### src/rtl/ofdm_tx_pkg.sv
// Shared constants, state encoding and parity helper for the OFDM transmit chain.
// The convolutional code is the K=7, rate 1/2 code with generators 133/171 octal.
package ofdm_tx_pkg;

   localparam int unsigned K        = 7;
   localparam int unsigned TAIL_LEN = 6;

   // Generator MSB taps the current bit; lower bits tap progressively older bits.
   localparam logic [K-1:0] G0 = 7'o133;
   localparam logic [K-1:0] G1 = 7'o171;

   typedef enum logic [2:0] {
      IDLE   = 3'd0,
      OUT_A  = 3'd1,
      OUT_B  = 3'd2,
      TAIL_A = 3'd3,
      TAIL_B = 3'd4
   } conv_state_e;

   // hist[K-2] is the most recent previous bit, hist[0] the oldest.
   function automatic logic conv_parity(input logic         d0,
                                        input logic [K-2:0] hist,
                                        input logic [K-1:0] g);
      return ^({d0, hist} & g);
   endfunction

endpackage

### src/rtl/conv_encoder.sv
// K=7 rate-1/2 convolutional encoder with valid/ready handshakes on both sides.
// Each accepted bit yields A then B; an optional 6-bit zero tail closes every frame.
module conv_encoder
   import ofdm_tx_pkg::*;
#(
   parameter bit TAIL_EN = 1'b1
) (
   input  logic       clk,
   input  logic       rst_n,
   input  logic       conv_din,
   input  logic       conv_din_vld,
   output logic       conv_dout_rdy,
   input  logic       conv_din_last,
   input  logic [7:0] conv_din_symb_cnt,
   output logic       conv_dout,
   output logic       conv_dout_vld,
   input  logic       conv_din_rdy,
   output logic       conv_dout_last,
   output logic [7:0] conv_dout_symb_cnt
);

   localparam logic [2:0] TAIL_LAST = 3'(TAIL_LEN - 1);

   conv_state_e  state_q, state_d;
   logic [K-2:0] hist_q, hist_d;
   logic         a_q, a_d;
   logic         b_q, b_d;
   logic         last_q, last_d;
   logic [7:0]   symb_q, symb_d;
   logic [2:0]   tail_q, tail_d;

   logic accept;
   logic xfer;
   logic d0;
   logic enc_a;
   logic enc_b;

   // Gated by rst_n so upstream never sees ready while the encoder is held in reset.
   assign conv_dout_rdy = rst_n && ((state_q == IDLE) ||
                                    (state_q == OUT_B && conv_din_rdy && !last_q));
   assign accept        = conv_din_vld && conv_dout_rdy;
   assign xfer          = conv_dout_vld && conv_din_rdy;

   // Tail steps feed zeros; ready is low there, so accept cannot be set.
   assign d0    = accept ? conv_din : 1'b0;
   assign enc_a = conv_parity(d0, hist_q, G0);
   assign enc_b = conv_parity(d0, hist_q, G1);

   always_comb begin
      state_d = state_q;
      hist_d  = hist_q;
      a_d     = a_q;
      b_d     = b_q;
      last_d  = last_q;
      symb_d  = symb_q;
      tail_d  = tail_q;
      if (accept) begin
         a_d     = enc_a;
         b_d     = enc_b;
         last_d  = conv_din_last;
         symb_d  = conv_din_symb_cnt;
         hist_d  = {conv_din, hist_q[K-2:1]};
         state_d = OUT_A;
      end else begin
         unique case (state_q)
            IDLE: ;
            OUT_A: if (xfer) state_d = OUT_B;
            OUT_B: begin
               if (xfer) begin
                  if (last_q && TAIL_EN) begin
                     a_d     = enc_a;
                     b_d     = enc_b;
                     hist_d  = {1'b0, hist_q[K-2:1]};
                     tail_d  = '0;
                     state_d = TAIL_A;
                  end else begin
                     state_d = IDLE;
                     if (last_q) begin
                        hist_d = '0;
                        last_d = 1'b0;
                     end
                  end
               end
            end
            TAIL_A: if (xfer) state_d = TAIL_B;
            TAIL_B: begin
               if (xfer) begin
                  if (tail_q == TAIL_LAST) begin
                     hist_d  = '0;
                     tail_d  = '0;
                     last_d  = 1'b0;
                     state_d = IDLE;
                  end else begin
                     a_d     = enc_a;
                     b_d     = enc_b;
                     hist_d  = {1'b0, hist_q[K-2:1]};
                     tail_d  = tail_q + 3'd1;
                     state_d = TAIL_A;
                  end
               end
            end
            default: state_d = IDLE;
         endcase
      end
   end

   always_ff @(posedge clk or negedge rst_n) begin
      if (!rst_n) begin
         state_q <= IDLE;
         hist_q  <= '0;
         a_q     <= 1'b0;
         b_q     <= 1'b0;
         last_q  <= 1'b0;
         symb_q  <= '0;
         tail_q  <= '0;
      end else begin
         state_q <= state_d;
         hist_q  <= hist_d;
         a_q     <= a_d;
         b_q     <= b_d;
         last_q  <= last_d;
         symb_q  <= symb_d;
         tail_q  <= tail_d;
      end
   end

   always_comb begin
      conv_dout = 1'b0;
      if (state_q == OUT_A || state_q == TAIL_A) conv_dout = a_q;
      if (state_q == OUT_B || state_q == TAIL_B) conv_dout = b_q;
   end

   assign conv_dout_vld      = (state_q != IDLE);
   assign conv_dout_last     = (state_q == TAIL_B && tail_q == TAIL_LAST) ||
                               (state_q == OUT_B && last_q && !TAIL_EN);
   assign conv_dout_symb_cnt = symb_q;

endmodule
### config.mk
export PLATFORM = sky130hd
export DESIGN_NAME = conv_encoder
export DESIGN_NICKNAME = d
export VERILOG_FILES = /design/src/rtl/ofdm_tx_pkg.sv /design/src/rtl/conv_encoder.sv
export SDC_FILE = /design/constraint.sdc
export NUM_CORES = 1
export LEC_CHECK = 0
export BUFFER_PORTS_ARGS = -buffer_cell sky130_fd_sc_hd__buf_2
export CAP_MARGIN = 20
export CORE_MARGIN = 2
export CORE_UTILIZATION = 52
export DETAILED_ROUTE_END_ITERATION = 8
export PLACE_DENSITY = 0.77
export SLEW_MARGIN = 20
export SYNTH_ARGS = -nofsm -noshare
export SYNTH_HDL_FRONTEND = slang
export SYNTH_SLANG_ARGS = --single-unit
### constraint.sdc
create_clock -name clk -period 1.81 [get_ports clk]
set_clock_uncertainty 0.05 [all_clocks]
set_input_delay 0.2715 -clock clk [delete_from_list [all_inputs] [get_ports clk]]
set_output_delay 0.2715 -clock clk [all_outputs]
set_load 0.02 [all_outputs]
After elaboration in Yosys (flattened, before gate mapping)

Index checks and enable logic that the tools add are counted.

Add/subtract/negate cells: 1
Equality and inequality tests: 16
Multiplexer cells: 40
Bitwise gates (word level): 1
Reduce and logical (&&, ||, !) cells: 21

Operators with widths:

| operator            | number |
|---|---|
| $mux 3              | 9 |
| $mux 6              | 4 |
| $ne 3x3->1 const B  | 7 |
| $mux 1              | 18 |
| $pmux 3 s5          | 1 |
| $reduce_and 5->1    | 3 |
| $reduce_xor 7->1    | 2 |
| $pmux 6 s2          | 1 |
| $ne 2x2->1 const B  | 4 |
| $reduce_and 4->1    | 2 |
| $eq 3x2->1 const B  | 2 |
| $eq 3x3->1 const B  | 2 |
| $logic_and 1x1->1   | 6 |
| $pmux 1 s2          | 3 |
| $pmux 3 s2          | 1 |
| $reduce_bool 3->1   | 2 |
| $mux 5              | 1 |
| $mux 2              | 2 |
| $add 3x1->3 const B | 1 |
| $eq 3x1->1 const B  | 1 |
| $logic_not 3->1     | 1 |
| $logic_or 1x1->1    | 3 |
| $reduce_bool 2->1   | 1 |
| $logic_not 1->1     | 1 |
| $not 1->1           | 1 |

Register bits after elaboration: 23
Input bits: 14
Output and inout bits: 12
Word-level logic and storage cells: 86

Logic depth before layout (Yosys ltp)

Word-level depth: 12
Depth in mapped cells: 6
Gate-level depth less buffers: 4

Least setup slack after synthesis

OpenSTA, ideal clock, no wires.

Kind: reg2reg
Start: register state_q[1]
End: register a_q
Setup time: 0.123 ns
Arrival: 1.487 ns
Required time: 1.637 ns
Path slack: 0.150 ns
Cell stages (with the launch flop): 6
Path buffers: 1
Period minus slack after synthesis: 1.660 ns
Cells stage by stage: dfrtp_1 > buf_6 > or3b_4 > nor2b_4 > o21ai_4 > o221a_1

Longest elaborated chain between the ends: 12
Elaborated cells on any way between the ends: 24
Classes of those cells: 6 x eq/ne; 7 x mux; 11 x reduce/logical

Ends and longest elaborated chain:

| element                          | RTL line                               | text |
|---|---|---|
| start, declared                  | conv_encoder.sv:24                     | `conv_state_e state_q, state_d;` |
| start signal, assigned           | conv_encoder.sv:117                    | `state_q <= state_d;` |
| $eq 3x2->1                       | conv_encoder.sv:40, conv_encoder.sv:65 |  |
| $logic_and 1x1->1 (2 in a row)   | conv_encoder.sv:40                     | `(state_q == OUT_B && conv_din_rdy && !last_q));` |
| $logic_or 1x1->1                 | conv_encoder.sv:39                     | `assign conv_dout_rdy = rst_n && ((state_q == IDLE) \|\|` |
| $logic_and 1x1->1                | conv_encoder.sv:39                     |  |
| $logic_and 1x1->1                | conv_encoder.sv:41                     | `assign accept = conv_din_vld && conv_dout_rdy;` |
| $mux 1                           | conv_encoder.sv:45                     | `assign d0 = accept ? conv_din : 1'b0;` |
| $reduce_xor 7->1                 | ofdm_tx_pkg.sv:24                      | `return ^({d0, hist} & g);` |
| $mux 1, on equally long branches | conv_encoder.sv:88, conv_encoder.sv:70 |  |
| $mux 1, on equally long branches | conv_encoder.sv:87, conv_encoder.sv:69 |  |
| $pmux 1 s2                       | conv_encoder.sv:65                     | `unique case (state_q)` |
| $mux 1                           | conv_encoder.sv:57                     | `if (accept) begin` |
| end signal, assigned             | conv_encoder.sv:111                    | `a_q <= 1'b0;` |
| end signal, assigned             | conv_encoder.sv:119                    | `a_q <= a_d;` |
| end, declared                    | conv_encoder.sv:26                     | `logic a_q, a_d;` |

Several ways; a longest one is shown, not always the timed one. The select of a mux whose other input is x is not followed.
A chain may end at the register's enable or synchronous reset.

Worst setup path after layout

Start: register state_q[2]
End: output conv_dout

Longest elaborated chain between the ends: 4
Elaborated cells on any way between the ends: 8
Classes of those cells: 4 x eq/ne; 2 x mux; 2 x reduce/logical

Ends and longest elaborated chain:

| element                                  | RTL line            | text |
|---|---|---|
| $eq 3x1->1 or $eq 3x2->1 (tied branches) | conv_encoder.sv:129 | `if (state_q == OUT_A \|\| state_q == TAIL_A) conv_dout = a_q;` |
| $logic_or 1x1->1                         | conv_encoder.sv:129 |  |
| $mux 1                                   | conv_encoder.sv:129 |  |
| $mux 1 (*)                               | conv_encoder.sv:130 | `if (state_q == OUT_B \|\| state_q == TAIL_B) conv_dout = b_q;` |
| end, declared                            | conv_encoder.sv:15  | `output logic conv_dout,` |

Every way passes the cells marked *; elsewhere a longest branch is shown, timed or not.

==> flow_results.xml <==
<?xml version="1.0" encoding="UTF-8"?>
<metrics>
  <group name="global_routing">
    <metric name="grt_overflow" unit="">0</metric>
    <metric name="grt_pass1_vias" unit="">968</metric>
    <metric name="globalRouteMet1Util" unit="%">30.84</metric>
    <metric name="grt_use_met2" unit="%">35.93</metric>
    <metric name="grt_util_all_layers" unit="%">23.21</metric>
    <metric name="most_used_routing_layer_in_global_routing" unit="">met2</metric>
    <metric name="grt_pass1_wl" unit="mm">4.457</metric>
    <metric name="grt_start_max_net_pins" unit="">24</metric>
    <metric name="antenna_found_initial" unit="">0</metric>
    <metric name="globalRouteMet3Util" unit="%">3.801</metric>
  </group>
  <group name="hold_path">
    <metric name="hold_path_startpoint" unit="">conv_din_symb_cnt[3]</metric>
    <metric name="worstHoldPathCells" unit="">3</metric>
    <metric name="timing.hold.worst.class" unit="">in2reg</metric>
    <metric name="min_to" unit="">conv_dout_symb_cnt[3]</metric>
  </group>
  <group name="clock_network">
    <metric name="max-clock-path-buffers" unit="">2</metric>
    <metric name="cts-buffers-inserted" unit="">3</metric>
    <metric name="clk_pin_slew" unit="ns">0.13</metric>
    <metric name="clockRootBuffer" unit="">sky130_fd_sc_hd__clkbuf_4</metric>
    <metric name="clock_tree.htree_level_count" unit="">1</metric>
    <metric name="cts_tree" unit="">yes</metric>
    <metric name="insertion_delay" unit="ns">0.31</metric>
    <metric name="numClockSinks" unit="">23</metric>
  </group>
  <group name="yosys">
    <metric name="yosysWarnings" unit="">0</metric>
    <metric name="xor_xnor_share_of_the_synthesized_area" unit="%">4.372</metric>
    <metric name="yosys.area_share.adder" unit="%">0</metric>
    <metric name="dominantRegCellSynth" unit="">sky130_fd_sc_hd__dfrtp_1</metric>
    <metric name="unique_cell_type_count_in_the_yosys_netlist" unit="">36</metric>
    <metric name="synth_top_family_by_area" unit="">compound AO/OA/AOI/OAI gates</metric>
    <metric name="muxShareOfSynthArea" unit="%">0</metric>
    <metric name="post_synth_edffs" unit="">0</metric>
    <metric name="avgSynthCellArea" unit="µm²">10.70</metric>
    <metric name="synth-simple-area-share" unit="%">20.55</metric>
    <metric name="ys_async_sr_fraction" unit="%">100.0</metric>
    <metric name="instance_count_of_the_mapped_netlist" unit="">107</metric>
    <metric name="synth_sequential_area_ratio" unit="%">50.27</metric>
    <metric name="ys_seq_elements" unit="">23</metric>
    <metric name="cell_area_after_synthesis" unit="mm²">0.001145</metric>
    <metric name="synth-compound-area-share" unit="%">20.98</metric>
    <metric name="mappedNetlistNets" unit="">121</metric>
  </group>
  <group name="timing">
    <metric name="fin_crit" unit="ns">1.822</metric>
    <metric name="grt_setup_unrepaired" unit="">yes</metric>
    <metric name="finalSetupViolations" unit="">1</metric>
    <metric name="hold_violations" unit="">0</metric>
    <metric name="max-slew-margin-rel" unit="%">80.83</metric>
    <metric name="finalSetupTns" unit="ns">-0.01199</metric>
    <metric name="slew_violations" unit="">0</metric>
    <metric name="postLayoutSetupSlackWorst" unit="ns">-0.01199</metric>
    <metric name="portion_of_the_clock_cycle_consumed_by_the_worst_path_in_the_final_layout" unit="%">100.7</metric>
    <metric name="tightestPinTransition" unit="ns">0.2875</metric>
    <metric name="max_freq" unit="MHz">548.9</metric>
  </group>
  <group name="detailed_routing">
    <metric name="detail_route.first_pass.iterations" unit="">4</metric>
    <metric name="drcViolationCount" unit="">0</metric>
    <metric name="number_of_drc_markers_after_the_initial_detailed_route_iteration" unit="">12</metric>
    <metric name="wl" unit="mm">2.468</metric>
    <metric name="route.detailed.vias_per_inst" unit="">5.515</metric>
    <metric name="detailroute.via_count" unit="">943</metric>
    <metric name="antenna_left" unit="">0</metric>
    <metric name="route.detailed.wl_per_inst" unit="µm">14.43</metric>
  </group>
  <group name="floorplan">
    <metric name="floorplan.initialDensity" unit="%">56.62</metric>
    <metric name="fp.dieH" unit="µm">50.92</metric>
    <metric name="die_width" unit="µm">50.92</metric>
    <metric name="fp.coreArea" unit="mm²">0.002022</metric>
    <metric name="die-area" unit="mm²">0.002593</metric>
    <metric name="num_rows" unit="">16</metric>
    <metric name="num_io_pins" unit="">26</metric>
  </group>
  <group name="placement">
    <metric name="routabilityCongestion" unit="">0.7955</metric>
    <metric name="post_place_setup_slack" unit="ns">0.1490</metric>
    <metric name="place.port_buffers" unit="">25</metric>
    <metric name="placed_cells" unit="">159</metric>
    <metric name="dp.final_hpwl" unit="mm">1.764</metric>
  </group>
  <group name="power_and_ir_drop">
    <metric name="power_density" unit="mW/mm²">1654</metric>
    <metric name="leakagePower" unit="nW">0.7187</metric>
    <metric name="ir_worst_vdd" unit="mV">1.002</metric>
  </group>
  <group name="setup_path">
    <metric name="cp.arrival" unit="ns">1.50</metric>
    <metric name="r2r_setup_slack" unit="ns">0.08</metric>
    <metric name="criticalPathCategory" unit="">reg2out</metric>
    <metric name="ff_to_ff_end" unit="">b_q</metric>
    <metric name="worst_ep_required_time" unit="ns">1.49</metric>
    <metric name="element_type_at_the_critical_path_end" unit="">output pin</metric>
    <metric name="reg2reg_depth" unit="">5</metric>
    <metric name="worstReg2RegStart" unit="">state_q[2]</metric>
    <metric name="crit_path_max_fanout" unit="">4</metric>
    <metric name="critical_path.startpoint_type" unit="">flop</metric>
  </group>
  <group name="job">
    <metric name="cap_violations" unit="">0</metric>
  </group>
  <group name="finish">
    <metric name="number_of_diodes" unit="">0</metric>
    <metric name="area_growth_syn_to_layout" unit="%">26.12</metric>
    <metric name="layout.cells.most_common" unit="">sky130_fd_sc_hd__nand2_1</metric>
    <metric name="final_cell_count_no_fill" unit="">171</metric>
    <metric name="fill_cells" unit="">153</metric>
    <metric name="fraction_of_final_layout_cells_sized_beyond_drive_strength_1" unit="%">43.06</metric>
    <metric name="nNetsFinal" unit="">159</metric>
    <metric name="mostFrequentLayoutCells" unit="">sky130_fd_sc_hd__nand2_1, sky130_fd_sc_hd__buf_2, sky130_fd_sc_hd__dfrtp_1</metric>
  </group>
  <group name="run_status">
    <metric name="failed_checks" unit="">negative setup slack</metric>
    <metric name="status" unit="">finished, violations left</metric>
  </group>
</metrics>
## metal layers
layer / routed length [µm] / vias to the layer above / share of wire [%]
li1: - / 446 / -
met1: 1180 / 452 / 48
met2: 1080 / 37 / 44
met3: 138 / 8 / 5.6
met4: 69 / 0 / 2.8
met5: 0 / - / 0
## cell usage after synthesis, drive strengths merged (2+ instances only)
library cell	number	share of area, %
a22o	7	5.9
buf	4	2.8
dfrtp	23	50
inv	3	0.98
nand2	29	9.5
nand2b	3	1.6
nand3	3	1.3
nor2	4	1.5
nor2b	2	1.7
o21ai	4	2.7
o221a	2	2.0
o22ai	3	1.6
xnor2	2	1.5
## cells by family after synthesis
kind of cell | after synthesis
buffers and inverters | 7
DFF | 23
AOI/OAI and AO/OA | 26
and+or+nand+nor | 47
xor gates and xnor gates | 4
## cell type report
class,count,area (µm²),share of cell area [%]
flip-flops and latches,23,579.3,40.12
multi-input cells,77,548.0,37.96
repair buffers,37,242.7,16.81
well taps,27,33.78,2.340
clock buffers,4,26.28,1.820
inverters,3,13.76,0.9532
## worst max path at each step
stage,depth (start not counted),slack (ns),from,to
CTS,5,0.001,state_q[1],conv_dout_rdy
finish,5,-0.01,state_q[2],conv_dout
global route,5,-0.05,state_q[2],conv_dout
detailed placement,4,0.15,state_q[1],a_q
global placement,4,0.16,state_q[1],a_q
floorplan,5,0.15,state_q[1],a_q
## flip-flops by register name (all words and copies together) (netlist names)
name                cells
a_q                     1
b_q                     1
conv_dout_symb_cnt      8
hist_q                  6
state_q                 3
tail_q                  3
last_q                  1
## critical path, cell delays in order, from the launching register on
cell,delay [ns]
sky130_fd_sc_hd__dfrtp_2,0.46
sky130_fd_sc_hd__buf_6,0.14
sky130_fd_sc_hd__xor2_2,0.15
sky130_fd_sc_hd__nand2_1,0.07
sky130_fd_sc_hd__o22ai_1,0.19
sky130_fd_sc_hd__buf_4,0.17
## through the flow
| step | instance area, µm² | utilization [%] | power [mW] | hold slack, ns |
|---|---|---|---|---|
| final | 1444 | 71.41 | 2.388 | 0.08738 |
| after floorplan | 1145 | - | 1.699 | -0.07409 |
| after global placement | 1301 | 64.36 | 1.940 | 0.2292 |
| after CTS | 1404 | 69.43 | 2.335 | 0.08027 |
| after detailed placement | 1301 | 64.36 | 1.987 | 0.2340 |
| after global routing | 1444 | 71.41 | 2.567 | 0.08510 |
## report_power, final
group	total, mW	switching (mW)	internal, mW
Clock	0.237	0.151	0.0861
Sequential	0.885	0.160	0.725
Combinational	1.27	0.656	0.609
Total	2.39	0.968	1.42
## what timing repair did
| action | CTS | global route |
|---|---|---|
| setup buffers | 7 | 0 |
| pin swaps | 0 | 4 |
| hold buffers | 1 | 0 |
| endpoints found under the setup margin | 3 | 6 |
| hold endpoints to repair | 23 | 0 |
| gates resized for setup | 6 | 11 |
No activity file was read; power rests on OpenSTA's default activity.
